===== src/rtl/fifo_pkg.sv =====
// Shared constants, helpers and elaboration-time parameter checks for the FIFO family.
`ifndef FIFO_PKG_SV
`define FIFO_PKG_SV

// Stops elaboration when the geometry or a threshold does not make sense.
`define FIFO_PARAM_CHECK(D, AW, AF, AE) \
  if ((D) < 4 || (D) != (1 << (AW)) || (AW) != fifo_pkg::clog2(D)) begin : g_chk_depth \
    $error("sync_fifo_param: DEPTH must be a power of two >= 4 equal to 2**ADDR_WIDTH"); \
  end \
  if ((AF) < 1 || (AF) > (D) || (AE) < 0 || (AE) >= (D)) begin : g_chk_thresh \
    $error("sync_fifo_param: AF_THRESH/AE_THRESH out of range"); \
  end

package fifo_pkg;
  localparam int FIFO_DEPTH_DEFAULT = 16;
  localparam int FIFO_WIDTH_DEFAULT = 128;

  function automatic int clog2(input int n);
    int r;
    r = 0;
    for (int i = 0; i < 32; i++) begin
      if ((1 << r) < n) r = r + 1;
    end
    return r;
  endfunction
endpackage

`endif


===== src/rtl/fifo_mem.sv =====
// DEPTH x WIDTH distributed storage: synchronous write, asynchronous read.
// Latency: written word readable the cycle after the write edge; no backpressure, caller gates wr_en.
module fifo_mem
  import fifo_pkg::*;
#(
  parameter int WIDTH      = FIFO_WIDTH_DEFAULT,
  parameter int DEPTH      = FIFO_DEPTH_DEFAULT,
  parameter int ADDR_WIDTH = 4
) (
  input  logic                  clk,
  input  logic                  wr_en,
  input  logic [ADDR_WIDTH-1:0] wr_addr,
  input  logic [WIDTH-1:0]      wr_data,
  input  logic [ADDR_WIDTH-1:0] rd_addr,
  output logic [WIDTH-1:0]      rd_data
);

  logic [WIDTH-1:0] mem [DEPTH];

  always_ff @(posedge clk) begin
    if (wr_en) mem[wr_addr] <= wr_data;
  end

  assign rd_data = mem[rd_addr];

endmodule


===== src/rtl/sync_fifo_param.sv =====
// Single-clock FIFO with FWFT/standard read, exact level, almost flags, sticky errors, flush.
// Latency: 1 cycle write-to-visible; backpressure via wr_ready = !full, refused pushes raise overflow.
module sync_fifo_param
  import fifo_pkg::*;
#(
  parameter int WIDTH      = FIFO_WIDTH_DEFAULT,
  parameter int DEPTH      = FIFO_DEPTH_DEFAULT,
  parameter int ADDR_WIDTH = 4,
  parameter int AF_THRESH  = DEPTH - 2,
  parameter int AE_THRESH  = 2,
  parameter int FWFT       = 1
) (
  input  logic                  clk,
  input  logic                  reset_n,
  input  logic                  flush,
  input  logic                  clr_err,
  input  logic                  wr_en,
  input  logic [WIDTH-1:0]      wr_data,
  output logic                  wr_ready,
  input  logic                  rd_en,
  output logic [WIDTH-1:0]      rd_data,
  output logic                  rd_valid,
  output logic [ADDR_WIDTH:0]   level,
  output logic                  full,
  output logic                  empty,
  output logic                  almost_full,
  output logic                  almost_empty,
  output logic                  overflow,
  output logic                  underflow
);

  `FIFO_PARAM_CHECK(DEPTH, ADDR_WIDTH, AF_THRESH, AE_THRESH)

  localparam logic [ADDR_WIDTH:0] DEPTH_L = DEPTH[ADDR_WIDTH:0];
  localparam logic [ADDR_WIDTH:0] AF_L    = AF_THRESH[ADDR_WIDTH:0];
  localparam logic [ADDR_WIDTH:0] AE_L    = AE_THRESH[ADDR_WIDTH:0];

  logic [ADDR_WIDTH:0] wr_ptr, rd_ptr, wr_ptr_nxt, rd_ptr_nxt, level_nxt;
  logic [WIDTH-1:0]    mem_rd_data;
  logic                push, pop, ovf_evt, udf_evt;

  // Flush outranks both requests, so neither moves a pointer nor flags an error.
  assign push    = wr_en && !full  && !flush;
  assign pop     = rd_en && !empty && !flush;
  assign ovf_evt = wr_en && full   && !flush;
  assign udf_evt = rd_en && empty  && !flush;

  assign wr_ready = !full;

  always_comb begin
    wr_ptr_nxt = wr_ptr;
    rd_ptr_nxt = rd_ptr;
    if (flush) begin
      wr_ptr_nxt = '0;
      rd_ptr_nxt = '0;
    end else begin
      if (push) wr_ptr_nxt = wr_ptr + 1'b1;
      if (pop)  rd_ptr_nxt = rd_ptr + 1'b1;
    end
    level_nxt = wr_ptr_nxt - rd_ptr_nxt;
  end

  // Status is derived from next-state pointers so it never lags the pointer update.
  always_ff @(posedge clk) begin
    if (!reset_n) begin
      wr_ptr       <= '0;
      rd_ptr       <= '0;
      level        <= '0;
      full         <= 1'b0;
      empty        <= 1'b1;
      almost_full  <= 1'b0;
      almost_empty <= 1'b1;
      overflow     <= 1'b0;
      underflow    <= 1'b0;
    end else begin
      wr_ptr       <= wr_ptr_nxt;
      rd_ptr       <= rd_ptr_nxt;
      level        <= level_nxt;
      full         <= (level_nxt == DEPTH_L);
      empty        <= (level_nxt == '0);
      almost_full  <= (level_nxt >= AF_L);
      almost_empty <= (level_nxt <= AE_L);
      overflow     <= (overflow  && !clr_err) || ovf_evt;
      underflow    <= (underflow && !clr_err) || udf_evt;
    end
  end

  fifo_mem #(
    .WIDTH      (WIDTH),
    .DEPTH      (DEPTH),
    .ADDR_WIDTH (ADDR_WIDTH)
  ) u_mem (
    .clk     (clk),
    .wr_en   (push),
    .wr_addr (wr_ptr[ADDR_WIDTH-1:0]),
    .wr_data (wr_data),
    .rd_addr (rd_ptr[ADDR_WIDTH-1:0]),
    .rd_data (mem_rd_data)
  );

  if (FWFT != 0) begin : g_fwft
    // Head word is presented directly; zeroed while empty so reset shows rd_data = 0.
    assign rd_valid = !empty;
    assign rd_data  = empty ? '0 : mem_rd_data;
  end else begin : g_std
    logic             vld_q;
    logic [WIDTH-1:0] dat_q;

    always_ff @(posedge clk) begin
      if (!reset_n) begin
        vld_q <= 1'b0;
        dat_q <= '0;
      end else begin
        vld_q <= pop;
        if (pop) dat_q <= mem_rd_data;
      end
    end

    assign rd_valid = vld_q;
    assign rd_data  = dat_q;
  end

endmodule

===== config.mk =====
export PLATFORM = sky130hd
export DESIGN_NAME = sync_fifo_param
export DESIGN_NICKNAME = d
export VERILOG_FILES = /design/src/rtl/fifo_pkg.sv /design/src/rtl/fifo_mem.sv /design/src/rtl/sync_fifo_param.sv
export SDC_FILE = /design/constraint.sdc
export NUM_CORES = 2
export LEC_CHECK = 0
export ABC_AREA = 0
export CORE_MARGIN = 4
export CORE_UTILIZATION = 60
export CTS_CLUSTER_DIAMETER = 100
export CTS_CLUSTER_SIZE = 28
export DETAILED_ROUTE_END_ITERATION = 8
export GPL_TIMING_DRIVEN = 0
export PLACE_DENSITY = 0.78
export SLEW_MARGIN = 20
export SYNTH_ARGS = -nofsm -noshare
export SYNTH_HDL_FRONTEND = slang
export SYNTH_HIERARCHICAL = 1
export SYNTH_SLANG_ARGS = --single-unit

===== constraint.sdc =====
create_clock -name clk -period 25.5 [get_ports clk]
set_input_delay 7.65 -clock clk [delete_from_list [all_inputs] [get_ports clk]]
set_output_delay 7.65 -clock clk [all_outputs]
set_load 0.02 [all_outputs]

==> out/qor.yml <==
crit_type: "reg2out"
use_met2: 0.4524
finClkSkew_ns: 0.02440
power_density_mw_per_mm2: 63.29
drc_errors: 0
post_synth_inst_count: 3502
crit_path_end_kind: "output port"
clock_edge_transition_at_the_registers_on_the_reported_setup_and_hold_paths_ns: 0.11
drt.antenna.violating_nets: 0
post-cts-setup-buffers: 0
timing_hold_violations_final: 0
grt.met3_usage: 0.06156
syn_area_per_cell_um2: 22.55
start_kind: "flip-flop"
dieHeight_um: 370.8
ctsResizeCount: 0
fillers: 7781
grt_setup_unrepaired: "no"
post_synth_instance_area_mm2: 0.07897
routabilityCongestion: 0.7689
worst_hold_check_path_type: "reg2reg"
yosys_warnings: 6
instance_area_after_placement_mm2: 0.08692
number_of_enable_type_register_cells_in_the_synthesized_netlist: 2048
cts_hold_buffers_added: 0
synthesis.nets: 3643
final-instance-count-excl-fill: 5822
maximum_number_of_pins_on_one_net_before_global_route_repair: 30
min_period_over_period: 0.4944
drv.max_cap_violation_count: 0
worstMarginPinSlew_ns: 1.178
via_count: 39560
yosysSeqAreaShare: 0.7841
antenna_found_initial: 36
pin_count: 275
clk-insertion-delay-late_ns: 0.72
fin_area_mm2: 0.08927
ys_dominant_reg_cell: "sky130_fd_sc_hd__edfxtp_1"
synthToLayoutAreaGrowth_pct: 13.05
peakVddDrop_mv: 0.05562
cts_tree: "done"
design.die.area_mm2: 0.1375
cp_data_arrival_time_ns: 4.96
core.rowCount: 132
gr_busiest_metal: "met2"
smallest_hold_slack_ns: 0.4931
placedCellCount: 5696
setup_violations: 0
cts_root_buffer: "sky130_fd_sc_hd__clkbuf_16"
critPathRequiredTime_ns: 17.85
num-nets-final: 4181
asyncSetResetFlopFracSynth: 0
dp_hpwl_um: 130100
vias_per_cell: 6.795
wl_per_cell_um: 33.84
route.final.wire_length_um: 197000
layout-drive-gt1-share: 0.2382
ys_top_cells_by_area: "sky130_fd_sc_hd__edfxtp_1, sky130_fd_sc_hd__mux4_2, sky130_fd_sc_hd__a22oi_1"
overall_power_mw: 5.650
h-tree-depth: 3
cts_made_buffers: 84
postSynthRegisterBits: 2069
global_route_wire_length_before_repair_um: 283500
f_max_mhz: 79.32
critical_path.max_fanout: 11
global_route.usage.met1: 0.4235
first_global_vias: 39360
drt_iter0_drc: 6166
cellLeakagePower_nw: 26.98
initial_utilization: 0.6068
layout_min_cycle_time_ns: 12.61
io_buffer_count: 274
most-common-layout-cells: "sky130_fd_sc_hd__edfxtp_1, sky130_fd_sc_hd__mux4_2, sky130_fd_sc_hd__clkdlybuf4s50_1"
synth_cell_type_count: 52
design.core.area_mm2: 0.1301
die_w_um: 370.8
grtUsageTotal: 0.2908
grt_overflow_total: 0
drt_first_pass_iters: 5
library_cell_occupying_the_most_area_in_the_post_synthesis_netlist: "sky130_fd_sc_hd__edfxtp_1"
outcome: "finished clean"
max-slew-margin-rel: 0.2150
final_common_cell: "sky130_fd_sc_hd__edfxtp_1"
clock-sinks: 2069
synth_top_area_frac: 0.7788
slew_viol_final: 0
clock_buffer_depth: 3
-- worst max-delay path, cell delays in order (launching register included) --
cell and delay, ns:
sky130_fd_sc_hd__dfxtp_1 0.42, sky130_fd_sc_hd__buf_4 0.21, sky130_fd_sc_hd__buf_2 0.40, sky130_fd_sc_hd__buf_2 0.63
sky130_fd_sc_hd__nor2b_1 0.35, sky130_fd_sc_hd__clkbuf_1 0.64, sky130_fd_sc_hd__a22oi_1 0.22, sky130_fd_sc_hd__nand2_1 0.13
sky130_fd_sc_hd__nor2b_1 0.50, sky130_fd_sc_hd__clkdlybuf4s50_1 0.73
-- layer usage --
metal / share of wire / vias up
li1: - / 15780
met5: 0.00095 / -
met1: 0.37 / 20690
met3: 0.12 / 372
met2: 0.48 / 2693
met4: 0.034 / 24
-- kinds of logic (layout without fill, tap and decap cells) --
family                   after synthesis  in the layout  synth area share
other                                  0             24                 0
multiplexers                         568            568            0.1486
AND/OR/NAND/NOR                      349            349           0.02429
XOR/XNOR                               8              8         0.0008873
flip-flops                          2069           2069            0.7841
AO/OA/AOI/OAI                        304            304           0.02900
adder cells (fa/ha/maj)                7              7          0.001204
buffers and inverters                197            751           0.01190
-- flip-flops by register name, indices dropped and copies added, names as in the netlist --
register      count
u_mem/mem      2048
level             5
rd_ptr            5
wr_ptr            5
almost_empty      1
almost_full       1
empty             1
full              1
overflow          1
underflow         1
-- through the flow --
stage | utilization | worst slack, ns | setup TNS, ns
5_1_grt | 0.6855 | 12.82 | 0
3_3_place_gp | 0.6446 | -3.867 | -1734.05
2_1_floorplan | - | 7.422 | 0
6_report | 0.6859 | 12.89 | 0
3_5_place_dp | 0.6678 | 13.72 | 0
4_1_cts | 0.6854 | 13.02 | 0
-- cell usage after synthesis, types with 2 or more instances --
cell type	number
sky130_fd_sc_hd__edfxtp_1	2048
sky130_fd_sc_hd__mux4_2	477
sky130_fd_sc_hd__a22oi_1	215
sky130_fd_sc_hd__nor2b_1	161
sky130_fd_sc_hd__nand2_1	98
sky130_fd_sc_hd__buf_2	88
sky130_fd_sc_hd__clkbuf_1	80
sky130_fd_sc_hd__mux2_2	64
sky130_fd_sc_hd__nor2_1	28
sky130_fd_sc_hd__mux2i_1	27
sky130_fd_sc_hd__o221ai_1	25
sky130_fd_sc_hd__o21ai_0	23
sky130_fd_sc_hd__dfxtp_1	21
sky130_fd_sc_hd__nand2b_1	21
sky130_fd_sc_hd__a221oi_1	12
sky130_fd_sc_hd__nor3_1	11
sky130_fd_sc_hd__buf_4	10
sky130_fd_sc_hd__buf_1	8
sky130_fd_sc_hd__buf_6	6
sky130_fd_sc_hd__ha_1	6
sky130_fd_sc_hd__o22a_1	6
sky130_fd_sc_hd__a21oi_1	5
sky130_fd_sc_hd__nand4_1	5
sky130_fd_sc_hd__xor2_1	5
sky130_fd_sc_hd__and2_1	4
sky130_fd_sc_hd__inv_1	4
sky130_fd_sc_hd__nand3b_1	4
sky130_fd_sc_hd__o211ai_1	4
sky130_fd_sc_hd__o21a_1	4
sky130_fd_sc_hd__or2_2	3
sky130_fd_sc_hd__xnor2_1	3
sky130_fd_sc_hd__a211oi_2	2
sky130_fd_sc_hd__a21o_2	2
sky130_fd_sc_hd__nand3b_4	2
sky130_fd_sc_hd__o2111ai_1	2
sky130_fd_sc_hd__or3_1	2
-- final timing paths --
kind	from	end	slack (ns)	cells past startpoint
max reg2reg	full	u_mem/mem[0][98]	21.54	10
min	underflow	underflow	0.49	2
max	rd_ptr[1]	rd_data[58]	12.89	9
min reg2reg	underflow	underflow	0.49	2
-- final cells by class --
class | instances | area [um2] | area share
timing repair buffer | 452 | 5639 | 0.06317
clock buffer | 92 | 2196 | 0.02460
tap | 1742 | 2180 | 0.02442
buffer | 193 | 940.9 | 0.01054
clock inverter | 10 | 93.84 | 0.001051
sequential | 2069 | 61920 | 0.6936
inverter | 4 | 15.01 | 0.0001682
antenna | 24 | 60.06 | 0.0006728
multi-input combinational | 1236 | 16220 | 0.1817
-- power by group --
part	leakage [nW]	total (mW)	switching (mW)	internal, mW
Combinational	7.23	0.310	0.187	0.124
Clock	1.13	1.59	0.962	0.624
Sequential	18.6	3.75	0.00547	3.75
(Power assumes the default switching activity.)
